<file path="config.mk">
export PLATFORM = sky130hd
export DESIGN_NAME = pop_mode_scheduler_flat
export DESIGN_NICKNAME = d
export VERILOG_FILES = /design/src/rtl/pop_mode_scheduler_if.sv /design/src/rtl/pop_mode_scheduler.sv /design/src/flat_wrapper.sv
export SDC_FILE = /design/constraint.sdc
export NUM_CORES = 1
export LEC_CHECK = 0
export CAP_MARGIN = 20
export CORE_ASPECT_RATIO = 1.5
export CORE_MARGIN = 2
export CORE_UTILIZATION = 55
export CTS_CLUSTER_SIZE = 25
export DETAILED_ROUTE_END_ITERATION = 6
export PLACE_DENSITY = 0.81
export SLEW_MARGIN = 20
export SYNTH_ARGS = -nofsm -noshare
export SYNTH_HDL_FRONTEND = slang
export SYNTH_SLANG_ARGS = --single-unit
export TNS_END_PERCENT = 50
</file>
<file path="constraint.sdc">
create_clock -name clk_2M5 -period 3.8 [get_ports clk_2M5]
set_input_delay 0.76 -clock clk_2M5 [delete_from_list [all_inputs] [get_ports clk_2M5]]
set_output_delay 0.76 -clock clk_2M5 [all_outputs]
set_load 0.02 [all_outputs]
</file>
<file path="src/rtl/pop_mode_scheduler_if.sv">
// Handshake/bus bundle for the POP mode scheduler: programming port,
// POP timer events, STM32 tuning request and the scheduler outputs.
interface pop_mode_scheduler_if #(
  parameter int DWELL_W = 12
);
  logic               start;
  logic               abort;
  logic               prog_wr;
  logic [1:0]         prog_addr;
  logic [2:0]         prog_mode;
  logic [DWELL_W-1:0] prog_dwell;
  logic               cycle_end;
  logic               laser_tuning;
  logic [2:0]         mode;
  logic               timers_reset;
  logic               sample_gate;
  logic               busy;
  logic               done;
  logic [1:0]         entry;

  modport master (
    output start, abort, prog_wr, prog_addr, prog_mode, prog_dwell,
           cycle_end, laser_tuning,
    input  mode, timers_reset, sample_gate, busy, done, entry
  );

  modport slave (
    input  start, abort, prog_wr, prog_addr, prog_mode, prog_dwell,
           cycle_end, laser_tuning,
    output mode, timers_reset, sample_gate, busy, done, entry
  );
endinterface

</file>
<file path="src/rtl/pop_mode_scheduler.sv">
// POP mode scheduler: walks a 4-entry {mode, dwell} table, holding each mode
// for a dwell of completed POP cycles, restarting the POP timers and blanking
// ADC samples while the front end settles after every mode change.
// Laser tuning pre-empts the sequence; abort returns to IDLE.
// Optional build macro POP_SCHED_SKIP_ZERO_EN: entries with dwell 0 are skipped
// (otherwise a dwell of 0 behaves as a dwell of 1).
module pop_mode_scheduler #(
  parameter int DWELL_W       = 12,
  parameter int SETTLE_CYCLES = 250,
  parameter int LOOPS         = 0
) (
  input  logic                clk_2M5,
  input  logic                reset_n,
  pop_mode_scheduler_if.slave bus
);

  localparam int SW = (SETTLE_CYCLES > 1) ? $clog2(SETTLE_CYCLES) : 1;
  localparam int LW = 16;

  typedef enum logic [2:0] {
    S_IDLE, S_LOAD, S_SETTLE, S_RUN, S_TUNE, S_DONE
  } state_t;

  state_t                   state_q, state_d;
  logic [1:0]               entry_q, entry_d;
  logic [DWELL_W-1:0]       dwell_q, dwell_d;
  logic [SW-1:0]            settle_q, settle_d;
  logic [LW-1:0]            loop_q, loop_d;
  logic [2:0]               mode_q, mode_d;
  logic                     tr_q, tr_d;
  logic                     sg_q, sg_d;
  logic [3:0][2:0]          tbl_mode_q;
  logic [3:0][DWELL_W-1:0]  tbl_dwell_q;

  logic [DWELL_W-1:0]       cur_dwell, dwell_nxt;
  logic                     dwell_hit;
  logic [1:0]               adv_entry, start_entry;
  logic [LW-1:0]            adv_loop;
  logic                     adv_done, start_empty;

  // A programmed dwell of 0 can only reach RUN in the default build; it counts as 1.
  assign cur_dwell = (tbl_dwell_q[entry_q] == '0) ? DWELL_W'(1) : tbl_dwell_q[entry_q];
  assign dwell_nxt = (dwell_q == '1) ? dwell_q : dwell_q + 1'b1;
  assign dwell_hit = (dwell_nxt >= cur_dwell);

`ifdef POP_SCHED_SKIP_ZERO_EN
  logic [1:0]    scan_pos;
  logic [LW-1:0] scan_loop;
  logic          scan_found, scan_done;

  // Scan forward for the next non-zero entry, counting a pass each time the scan wraps.
  always_comb begin
    scan_pos   = entry_q;
    scan_loop  = loop_q;
    scan_found = 1'b0;
    scan_done  = 1'b0;
    for (int k = 0; k < 4; k++) begin
      if (!scan_found && !scan_done) begin
        if (scan_pos == 2'd3) begin
          if (scan_loop != '1) scan_loop = scan_loop + 1'b1;
          if (LOOPS != 0 && scan_loop == LW'(LOOPS)) scan_done = 1'b1;
        end
        scan_pos = scan_pos + 2'd1;
        if (!scan_done && tbl_dwell_q[scan_pos] != '0) scan_found = 1'b1;
      end
    end
    adv_entry = scan_pos;
    adv_loop  = scan_loop;
    adv_done  = scan_done || !scan_found;
  end

  // First non-zero entry for a fresh start; an all-zero table goes straight to DONE.
  always_comb begin
    start_entry = 2'd0;
    start_empty = 1'b1;
    for (int k = 3; k >= 0; k--) begin
      if (tbl_dwell_q[k] != '0) begin
        start_entry = 2'(k);
        start_empty = 1'b0;
      end
    end
  end
`else
  // Plain successor: next entry, or wrap to 0 and count a completed pass.
  always_comb begin
    adv_entry = entry_q + 2'd1;
    adv_loop  = loop_q;
    adv_done  = 1'b0;
    if (entry_q == 2'd3) begin
      if (loop_q != '1) adv_loop = loop_q + 1'b1;
      adv_done = (LOOPS != 0) && (adv_loop == LW'(LOOPS));
    end
  end

  assign start_entry = 2'd0;
  assign start_empty = 1'b0;
`endif

  // Next-state and registered-output decode; abort outranks everything.
  always_comb begin
    state_d  = state_q;
    entry_d  = entry_q;
    dwell_d  = dwell_q;
    settle_d = settle_q;
    loop_d   = loop_q;
    mode_d   = mode_q;
    tr_d     = 1'b0;
    if (bus.abort) begin
      state_d = S_IDLE;
      mode_d  = 3'd2;
    end else begin
      case (state_q)
        S_IDLE, S_DONE: begin
          if (bus.start) begin
            loop_d  = '0;
            entry_d = start_entry;
            state_d = start_empty ? S_DONE : S_LOAD;
          end
        end
        S_LOAD: begin
          mode_d   = tbl_mode_q[entry_q];
          tr_d     = 1'b1;
          dwell_d  = '0;
          settle_d = '0;
          state_d  = S_SETTLE;
        end
        S_SETTLE: begin
          if (bus.laser_tuning) begin
            state_d = S_TUNE;
            mode_d  = 3'd1;
          end else if (settle_q == SW'(SETTLE_CYCLES - 1)) begin
            state_d = S_RUN;
          end else begin
            settle_d = settle_q + 1'b1;
          end
        end
        S_RUN: begin
          if (bus.laser_tuning) begin
            state_d = S_TUNE;
            mode_d  = 3'd1;
          end else if (bus.cycle_end) begin
            if (dwell_hit) begin
              loop_d = adv_loop;
              if (adv_done) begin
                state_d = S_DONE;
              end else begin
                entry_d = adv_entry;
                state_d = S_LOAD;
              end
            end else begin
              dwell_d = dwell_nxt;
            end
          end
        end
        S_TUNE: begin
          // Same entry is reloaded: fresh timers restart, settle and dwell.
          if (!bus.laser_tuning) state_d = S_LOAD;
        end
        default: state_d = S_IDLE;
      endcase
    end
    sg_d = (state_d == S_RUN);
  end

  // Control state and registered outputs.
  always_ff @(posedge clk_2M5 or negedge reset_n) begin
    if (!reset_n) begin
      state_q  <= S_IDLE;
      entry_q  <= 2'd0;
      dwell_q  <= '0;
      settle_q <= '0;
      loop_q   <= '0;
      mode_q   <= 3'd2;
      tr_q     <= 1'b0;
      sg_q     <= 1'b0;
    end else begin
      state_q  <= state_d;
      entry_q  <= entry_d;
      dwell_q  <= dwell_d;
      settle_q <= settle_d;
      loop_q   <= loop_d;
      mode_q   <= mode_d;
      tr_q     <= tr_d;
      sg_q     <= sg_d;
    end
  end

  // Program table; only writable while the sequence is not running.
  always_ff @(posedge clk_2M5 or negedge reset_n) begin
    if (!reset_n) begin
      for (int i = 0; i < 4; i++) begin
        tbl_mode_q[i]  <= 3'd2;
        tbl_dwell_q[i] <= DWELL_W'(1);
      end
    end else if (bus.prog_wr && (state_q == S_IDLE || state_q == S_DONE)) begin
      tbl_mode_q[bus.prog_addr]  <= bus.prog_mode;
      tbl_dwell_q[bus.prog_addr] <= bus.prog_dwell;
    end
  end

  assign bus.mode         = mode_q;
  assign bus.timers_reset = tr_q;
  assign bus.sample_gate  = sg_q;
  assign bus.busy         = (state_q != S_IDLE) && (state_q != S_DONE);
  assign bus.done         = (state_q == S_DONE);
  assign bus.entry        = entry_q;

endmodule
</file>
<file path="src/flat_wrapper.sv">
// flat-port wrapper written by rule: the top's interface ports become plain ports
module pop_mode_scheduler_flat 
#(
  parameter int DWELL_W       = 12,
  parameter int SETTLE_CYCLES = 250,
  parameter int LOOPS         = 0
)
  (clk_2M5, reset_n, bus_start, bus_abort, bus_prog_wr, bus_prog_addr, bus_prog_mode, bus_prog_dwell, bus_cycle_end, bus_laser_tuning, bus_mode, bus_timers_reset, bus_sample_gate, bus_busy, bus_done, bus_entry);
  pop_mode_scheduler_if #(.DWELL_W(DWELL_W)) bus_i ();
  input  logic clk_2M5;
  input  logic reset_n;
  input wire logic [$bits(bus_i.start)-1:0] bus_start;
  input wire logic [$bits(bus_i.abort)-1:0] bus_abort;
  input wire logic [$bits(bus_i.prog_wr)-1:0] bus_prog_wr;
  input wire logic [$bits(bus_i.prog_addr)-1:0] bus_prog_addr;
  input wire logic [$bits(bus_i.prog_mode)-1:0] bus_prog_mode;
  input wire logic [$bits(bus_i.prog_dwell)-1:0] bus_prog_dwell;
  input wire logic [$bits(bus_i.cycle_end)-1:0] bus_cycle_end;
  input wire logic [$bits(bus_i.laser_tuning)-1:0] bus_laser_tuning;
  output wire logic [$bits(bus_i.mode)-1:0] bus_mode;
  output wire logic [$bits(bus_i.timers_reset)-1:0] bus_timers_reset;
  output wire logic [$bits(bus_i.sample_gate)-1:0] bus_sample_gate;
  output wire logic [$bits(bus_i.busy)-1:0] bus_busy;
  output wire logic [$bits(bus_i.done)-1:0] bus_done;
  output wire logic [$bits(bus_i.entry)-1:0] bus_entry;
  assign bus_i.start = bus_start;
  assign bus_i.abort = bus_abort;
  assign bus_i.prog_wr = bus_prog_wr;
  assign bus_i.prog_addr = bus_prog_addr;
  assign bus_i.prog_mode = bus_prog_mode;
  assign bus_i.prog_dwell = bus_prog_dwell;
  assign bus_i.cycle_end = bus_cycle_end;
  assign bus_i.laser_tuning = bus_laser_tuning;
  assign bus_mode = bus_i.mode;
  assign bus_timers_reset = bus_i.timers_reset;
  assign bus_sample_gate = bus_i.sample_gate;
  assign bus_busy = bus_i.busy;
  assign bus_done = bus_i.done;
  assign bus_entry = bus_i.entry;
  pop_mode_scheduler #(.DWELL_W(DWELL_W), .SETTLE_CYCLES(SETTLE_CYCLES), .LOOPS(LOOPS)) u_core (.clk_2M5(clk_2M5), .reset_n(reset_n), .bus(bus_i));
endmodule
</file>
Yosys cells after proc, flatten, opt, wreduce, memory -nomap -nowiden
Index checks and enable logic that the tools add are counted.
{ "totals": {"register_bits": 90, "inputBits": 24, "out_inout_bits": 9, "word_cells": 95} }
{ "classes": {"addsub": 3, "magnitude_cmp": 4, "n_eq_ne": 17, "muxes": 38, "bitwise_logic": 1, "n_reduce_logical": 17} }
{ "ops": {"columns": ["operator", "count"], "rows": [
  ["$mux 12", 7],
  ["$bwmux 48", 1],
  ["$mux 3", 12],
  ["$bmux 12 s2", 1],
  ["$demux 12 s2", 1],
  ["$pmux 12 s2", 1],
  ["$mux 8", 2],
  ["$pmux 8 s2", 1],
  ["$pmux 3 s5", 1],
  ["$add 12x1->12 const B", 1],
  ["$bwmux 12", 1],
  ["$eq 12x12->1 const B", 1],
  ["$ge 12x12->1", 1],
  ["$logic_not 12->1", 1],
  ["$ne 2x2->1 const B", 6],
  ["$eq 3x2->1 const B", 3],
  ["$add 8x1->8 const B", 1],
  ["$eq 8x8->1 const B", 1],
  ["$mux 2", 4],
  ["$bmux 3 s2", 1],
  ["$demux 3 s2", 1],
  ["$eq 3x3->1 const B", 2],
  ["$lt 2x3->1 const B", 2],
  ["$pmux 3 s2", 1],
  ["other kinds (19)", 26]
]} }

Longest topological paths before layout
{ "depth": {"word_depth": 11, "depth_mapped": 16, "depth_no_buf": 13} }

Worst setup path before layout
Ideal clock, no wire load.
{ "synth_timing": {"path_type": "flip-flop to flip-flop", "from": "register u_core.entry_q[0], in the netlist u_core.bus.entry[0]", "to": "register u_core.dwell_q[0]", "setup_ps": 129, "arrival_ps": 3316, "required_ps": 3671, "slack_ps": 356, "stages_incl_launch_ff": 14, "n_path_buf": 3, "synth_period_minus_slack_ps": 3444, "path_cell_list": "dfrtp_1 > buf_2 > buf_2 > mux4_2 > nor4_1 > a31o_2 > ha_1 > nor3b_1 > o21ai_0 > a21o_1 > o31a_1 > buf_4 > o21ai_0 > o31ai_1"} }
{ "synth_between": {"elab_chain_cells": 7} }
{ "synth_lines": {"columns": ["item", "line", "text"], "rows": [
  ["start, declared", "pop_mode_scheduler.sv:25", "logic [1:0] entry_q, entry_d;"],
  ["start signal, assigned", "pop_mode_scheduler.sv:178", "entry_q <= entry_d;"],
  ["$bmux 12 s2 *", "pop_mode_scheduler.sv:42", "assign cur_dwell = (tbl_dwell_q[entry_q] == '0) ? DWELL_W'(1) : tbl_dwell_q[entry_q];"],
  ["$mux 12 (not written as such) *", "pop_mode_scheduler.sv:42", null],
  ["$logic_not 12->1", "pop_mode_scheduler.sv:42", null],
  ["$mux 12 *", "pop_mode_scheduler.sv:42", null],
  ["$ge 12x12->1 *", "pop_mode_scheduler.sv:44", "assign dwell_hit = (dwell_nxt >= cur_dwell);"],
  ["$ne 2x2->1 (no source line) *", null, null],
  ["$reduce_and 5->1 (no source line) *", null, null],
  ["end signal, assigned", "pop_mode_scheduler.sv:179", "dwell_q <= dwell_d;"],
  ["end, declared", "pop_mode_scheduler.sv:26", "logic [DWELL_W-1:0] dwell_q, dwell_d;"]
]} }
Every way passes the cells marked *; elsewhere a longest branch is shown, timed or not. The select of a mux whose other input is x is not followed.
A chain may end at the register's enable or synchronous reset.

Final worst setup path
{ "layout_timing": {"from": "register u_core.dwell_q[0]", "to": "register u_core.dwell_q[5]"} }
{ "layout_between": {"elab_chain_cells": 6, "elab_cells_between_ends": 10, "classes_between": "add/sub (1); order compare (1); eq/ne (2); mux (5); reduce/logical (1)"} }
{ "layout_lines": {"columns": ["item", "line", "text"], "rows": [
  ["$add 12x1->12 / $eq 12x12->1 (equally long branches)", "pop_mode_scheduler.sv:43", "assign dwell_nxt = (dwell_q == '1) ? dwell_q : dwell_q + 1'b1;"],
  ["$mux 12 *", "pop_mode_scheduler.sv:43", null],
  ["parallel branches: the longest is 4 deep, another holds $ge 12x12->1", null, null]
]} }
Every way passes the cells marked *. The select of a mux whose other input is x is not followed.

==> summary.md <==
| Metric | Value |
|---|---|
| Outcome | finished, final reports clean |
| Unrepaired setup endpoints after global routing | no |
| Final Hold Violating Endpoints | 0 |
| Pwr Total | 2727 uW |
| First-pass GRT wire length | between 15000 and 20000 um |
| Syn Inst Count | 400 |
| Share of power burned in registers | a little under half |
| Design area | around 5500 sq um |
| Critical path class | flop to flop |
| Number of global-route vias before repair | about 3.4k |
| Inserted Clock Buffers | 9 |
| DRC | 0 |
| Share of the synthesized area in the top cell type | a little over two fifths |
| Post-synth EDFFs | 0 |
| Wire per inst | around 18 um |
| Initial DRT Pass Iterations | 4 |
| Peak supply drop | 0.3059 mV |
| Critical Path RT | a little over 4 ns |
| Synth area leaders | dfrtp_1 43%, mux2_2 14%, mux4_2 7.2% |
| Setup violations, final | 0 |
| Final #Nets | approximately 470 |
| Pin count of the biggest net entering global routing | a little over 90 |
| Post-synthesis register bit count | 90 |
| N_diodes | 0 |
| GP Congestion | approximately 0.86 |
| Max incr delay on CP | 0.70 ns |
| Switching Share | between 20 and 30% |
| Max Fanout on Critical Path | 17 |
| Switch Pwr | just under 700 uW |
| Critical-path top delay cell | or4_1 |
| Htree depth | 3 |
| Pwr dens | about 500 nW/um^2 |
| Final Critical Period | between 3 and 4 ns |
| Worst skew pair latency | 0.35 ns |
| Final HPWL DP | around 6600 um |
| Post-synth ARST share | 100.0% |
| Leakage | between 0.002 and 0.0025 uW |
| Ys flop type | dfrtp_1 |
| Hold WC Path Type | input pin to asynchronous set/reset pin |
| Clk_skew | 0.007333 ns |
| Layout cells sized above 1 | between 20% and 30% |
| Register area share after synthesis | between 40 and 50% |
| Final WL | 9713 um |
| Avg Vias per Cell | 6.033 |
| GR Util All Layers | roughly 22% |
| Yosys cell types | 53 |
| Crit start category | flop |
| PortBufs | 32 |
| Area after DPL | 5145 sq um |
| Internal power | a little over 2000 uW |
| Cell with the most instances after synthesis | dfrtp_1 |
| Root buf cell | clkbuf_16 |
| Initial antenna violation count | 0 |
| Core Area | between 8000 and 9000 sq um |
| Total grt overflow | 0 |
| Mapped cell area | about 4700 sq um |
| Setup TNS | 0 ns |
| P&R area growth vs syn | 15.84% |
| Critical-path cell list | ha_1 -> inv_1 -> or4_1 -> buf_4 -> nand2_1 -> ha_1 -> a21oi_1 -> o21ai_0 -> a21o_1 -> o31a_2 -> o21ai_0 -> o31ai_1 |
| I/O pin count | 33 |
| Post-CTS Setup Bufs | 0 |
| Syn_area_per_cell | between 10 and 15 sq um |
| Crit path capture type | flop |
| CTS Buffer Depth | 2 |
| Initial core utilization | 56.38% |
| Rows | between 40 and 50 |
| Clk slew on worst S/H paths | approximately 0.06 ns |
| Relative slew slack | a little under half |
| Iter 0 DRT Violations | 210 |
| F_max | roughly 0.28 GHz |
| Die W | 79.60 um |
| Fin. max-slew vios | 0 |
| Final period util | about 93% |
| Worst-margin pin slew | around 0.81 ns |
| Max Cap Viol | 0 |
| Gate power share | 18.5% |
| Hold Buf Count CTS | 0 |
| Detailed-route via count | between 3k and 4k |
| Yosys Warn Count | 0 |
| Die Span Y | 117.4 um |
| Post-synth top cells | 81 x dfrtp_1, 60 x mux2_2, 32 x nand2_1, 28 x nor2_1, 21 x inv_1 |
| Antenna-violating nets left | 0 |
| Clk pwr share | roughly a third |
| Syn Nets | approximately 440 |
| Reg area | ~2300 sq um |
| Die area | around 9300 sq um |
| Multi-input gate area | 2283 sq um |
| Sink Count | 90 |
| Filler cells | about 600 |
| Dominant cell type by area after synthesis | dfrtp_1 |
| CTS tree | built |
| WP data arrival | approximately 3.8 ns |
| CTS resizes | 0 |
## kinds of logic after synthesis
logic type | share of synthesized area, %
compound gates | 7.537
xor+xnor | 2.787
fa+ha+maj | 3.981
buf+inv | 3.583
flops | 48.01
mux | 22.35
simple gates | 11.76
## layer usage
metal  wire length (um)  global-route usage, %  share of wire, %
met1               3952                  27.37                41
met2               5217                  38.03                54
met5                  0                      0                 0
met3                334                  4.308               3.4
met4                208                  9.267               2.1
## cells in the final DEF (no fill, tap or decap), drive strengths merged, types with 8 or more instances in the layout
cell           count
dfrtp             81
nand4              8
a21oi              8
dfstp              9
ha                15
o21ai             16
inv               21
mux2              60
clkdlybuf4s50     31
mux4              15
clkbuf            11
nor2              28
nand2             32
buf                8
nand3             10
xnor2              8
## final cells by class
| type | instances | area share [%] |
|---|---|---|
| tap | 107 | 2.451 |
| timing repair buffer | 39 | 7.079 |
| clock inverter | 5 | 1.443 |
| sequential | 90 | 41.44 |
| multi-input combinational | 272 | 41.81 |
| clock buffer | 11 | 4.261 |
| inverter | 22 | 1.512 |
## flip-flops by register name (all words and copies together), names as in the netlist
signal,flops
u_core.tbl_mode_q,12
u_core.tbl_dwell_q,48
u_core.settle_q,8
u_core.bus.sample_gate,1
u_core.dwell_q,12
u_core.bus.mode,3
u_core.bus.timers_reset,1
u_core.state_q,3
u_core.bus.entry,2
## power groups by stage
stage | Combinational [uW] | Clock (uW) | Sequential [uW]
2_1_floorplan | 364 | 0 | 1260
3_3_place_gp | 478 | 0 | 1270
3_5_place_dp | 503 | 0 | 1290
4_1_cts | 508 | 955 | 1270
5_1_grt | 550 | 996 | 1300
6_report | 504 | 946 | 1280
## critical path, delay by kind of cell, from the launching register on
| family | cells | cell delay (ns) |
|---|---|---|
| buffers and inverters | 2 | 0.31 |
| and+or+nand+nor | 2 | 0.76 |
| DFF | 1 | 0.46 |
| adders and majority gates | 2 | 0.51 |
| AOI/OAI and AO/OA | 6 | 1.38 |
## final timing paths
kind,startpoint,end,slack [ns],depth (start not counted)
setup reg to reg,u_core.dwell_q[0],u_core.dwell_q[5],0.25,12
setup / recovery,u_core.dwell_q[0],u_core.dwell_q[5],0.25,12
max in group asynchronous,reset_n,u_core.state_q[2],2.77,1
hold reg to reg,u_core.tbl_dwell_q[33],u_core.tbl_dwell_q[33],0.50,1
min in group clk_2M5,u_core.tbl_dwell_q[33],u_core.tbl_dwell_q[33],0.50,1
hold / removal,reset_n,u_core.dwell_q[6],0.47,1
## through the flow
stage	hold slack (ns)	std cells	util (%)	worst slack, ns
4_1_cts	0.5021	546	65.26	0.1993
6_report	0.4659	546	65.32	0.2508
3_3_place_gp	0.4819	530	61.53	0.4164
5_1_grt	0.5199	546	65.32	0.09344
3_5_place_dp	0.4883	530	61.53	0.2212
2_1_floorplan	0.4644	400	-	0.3557
Note: power is estimated with default switching activity, not from simulation.
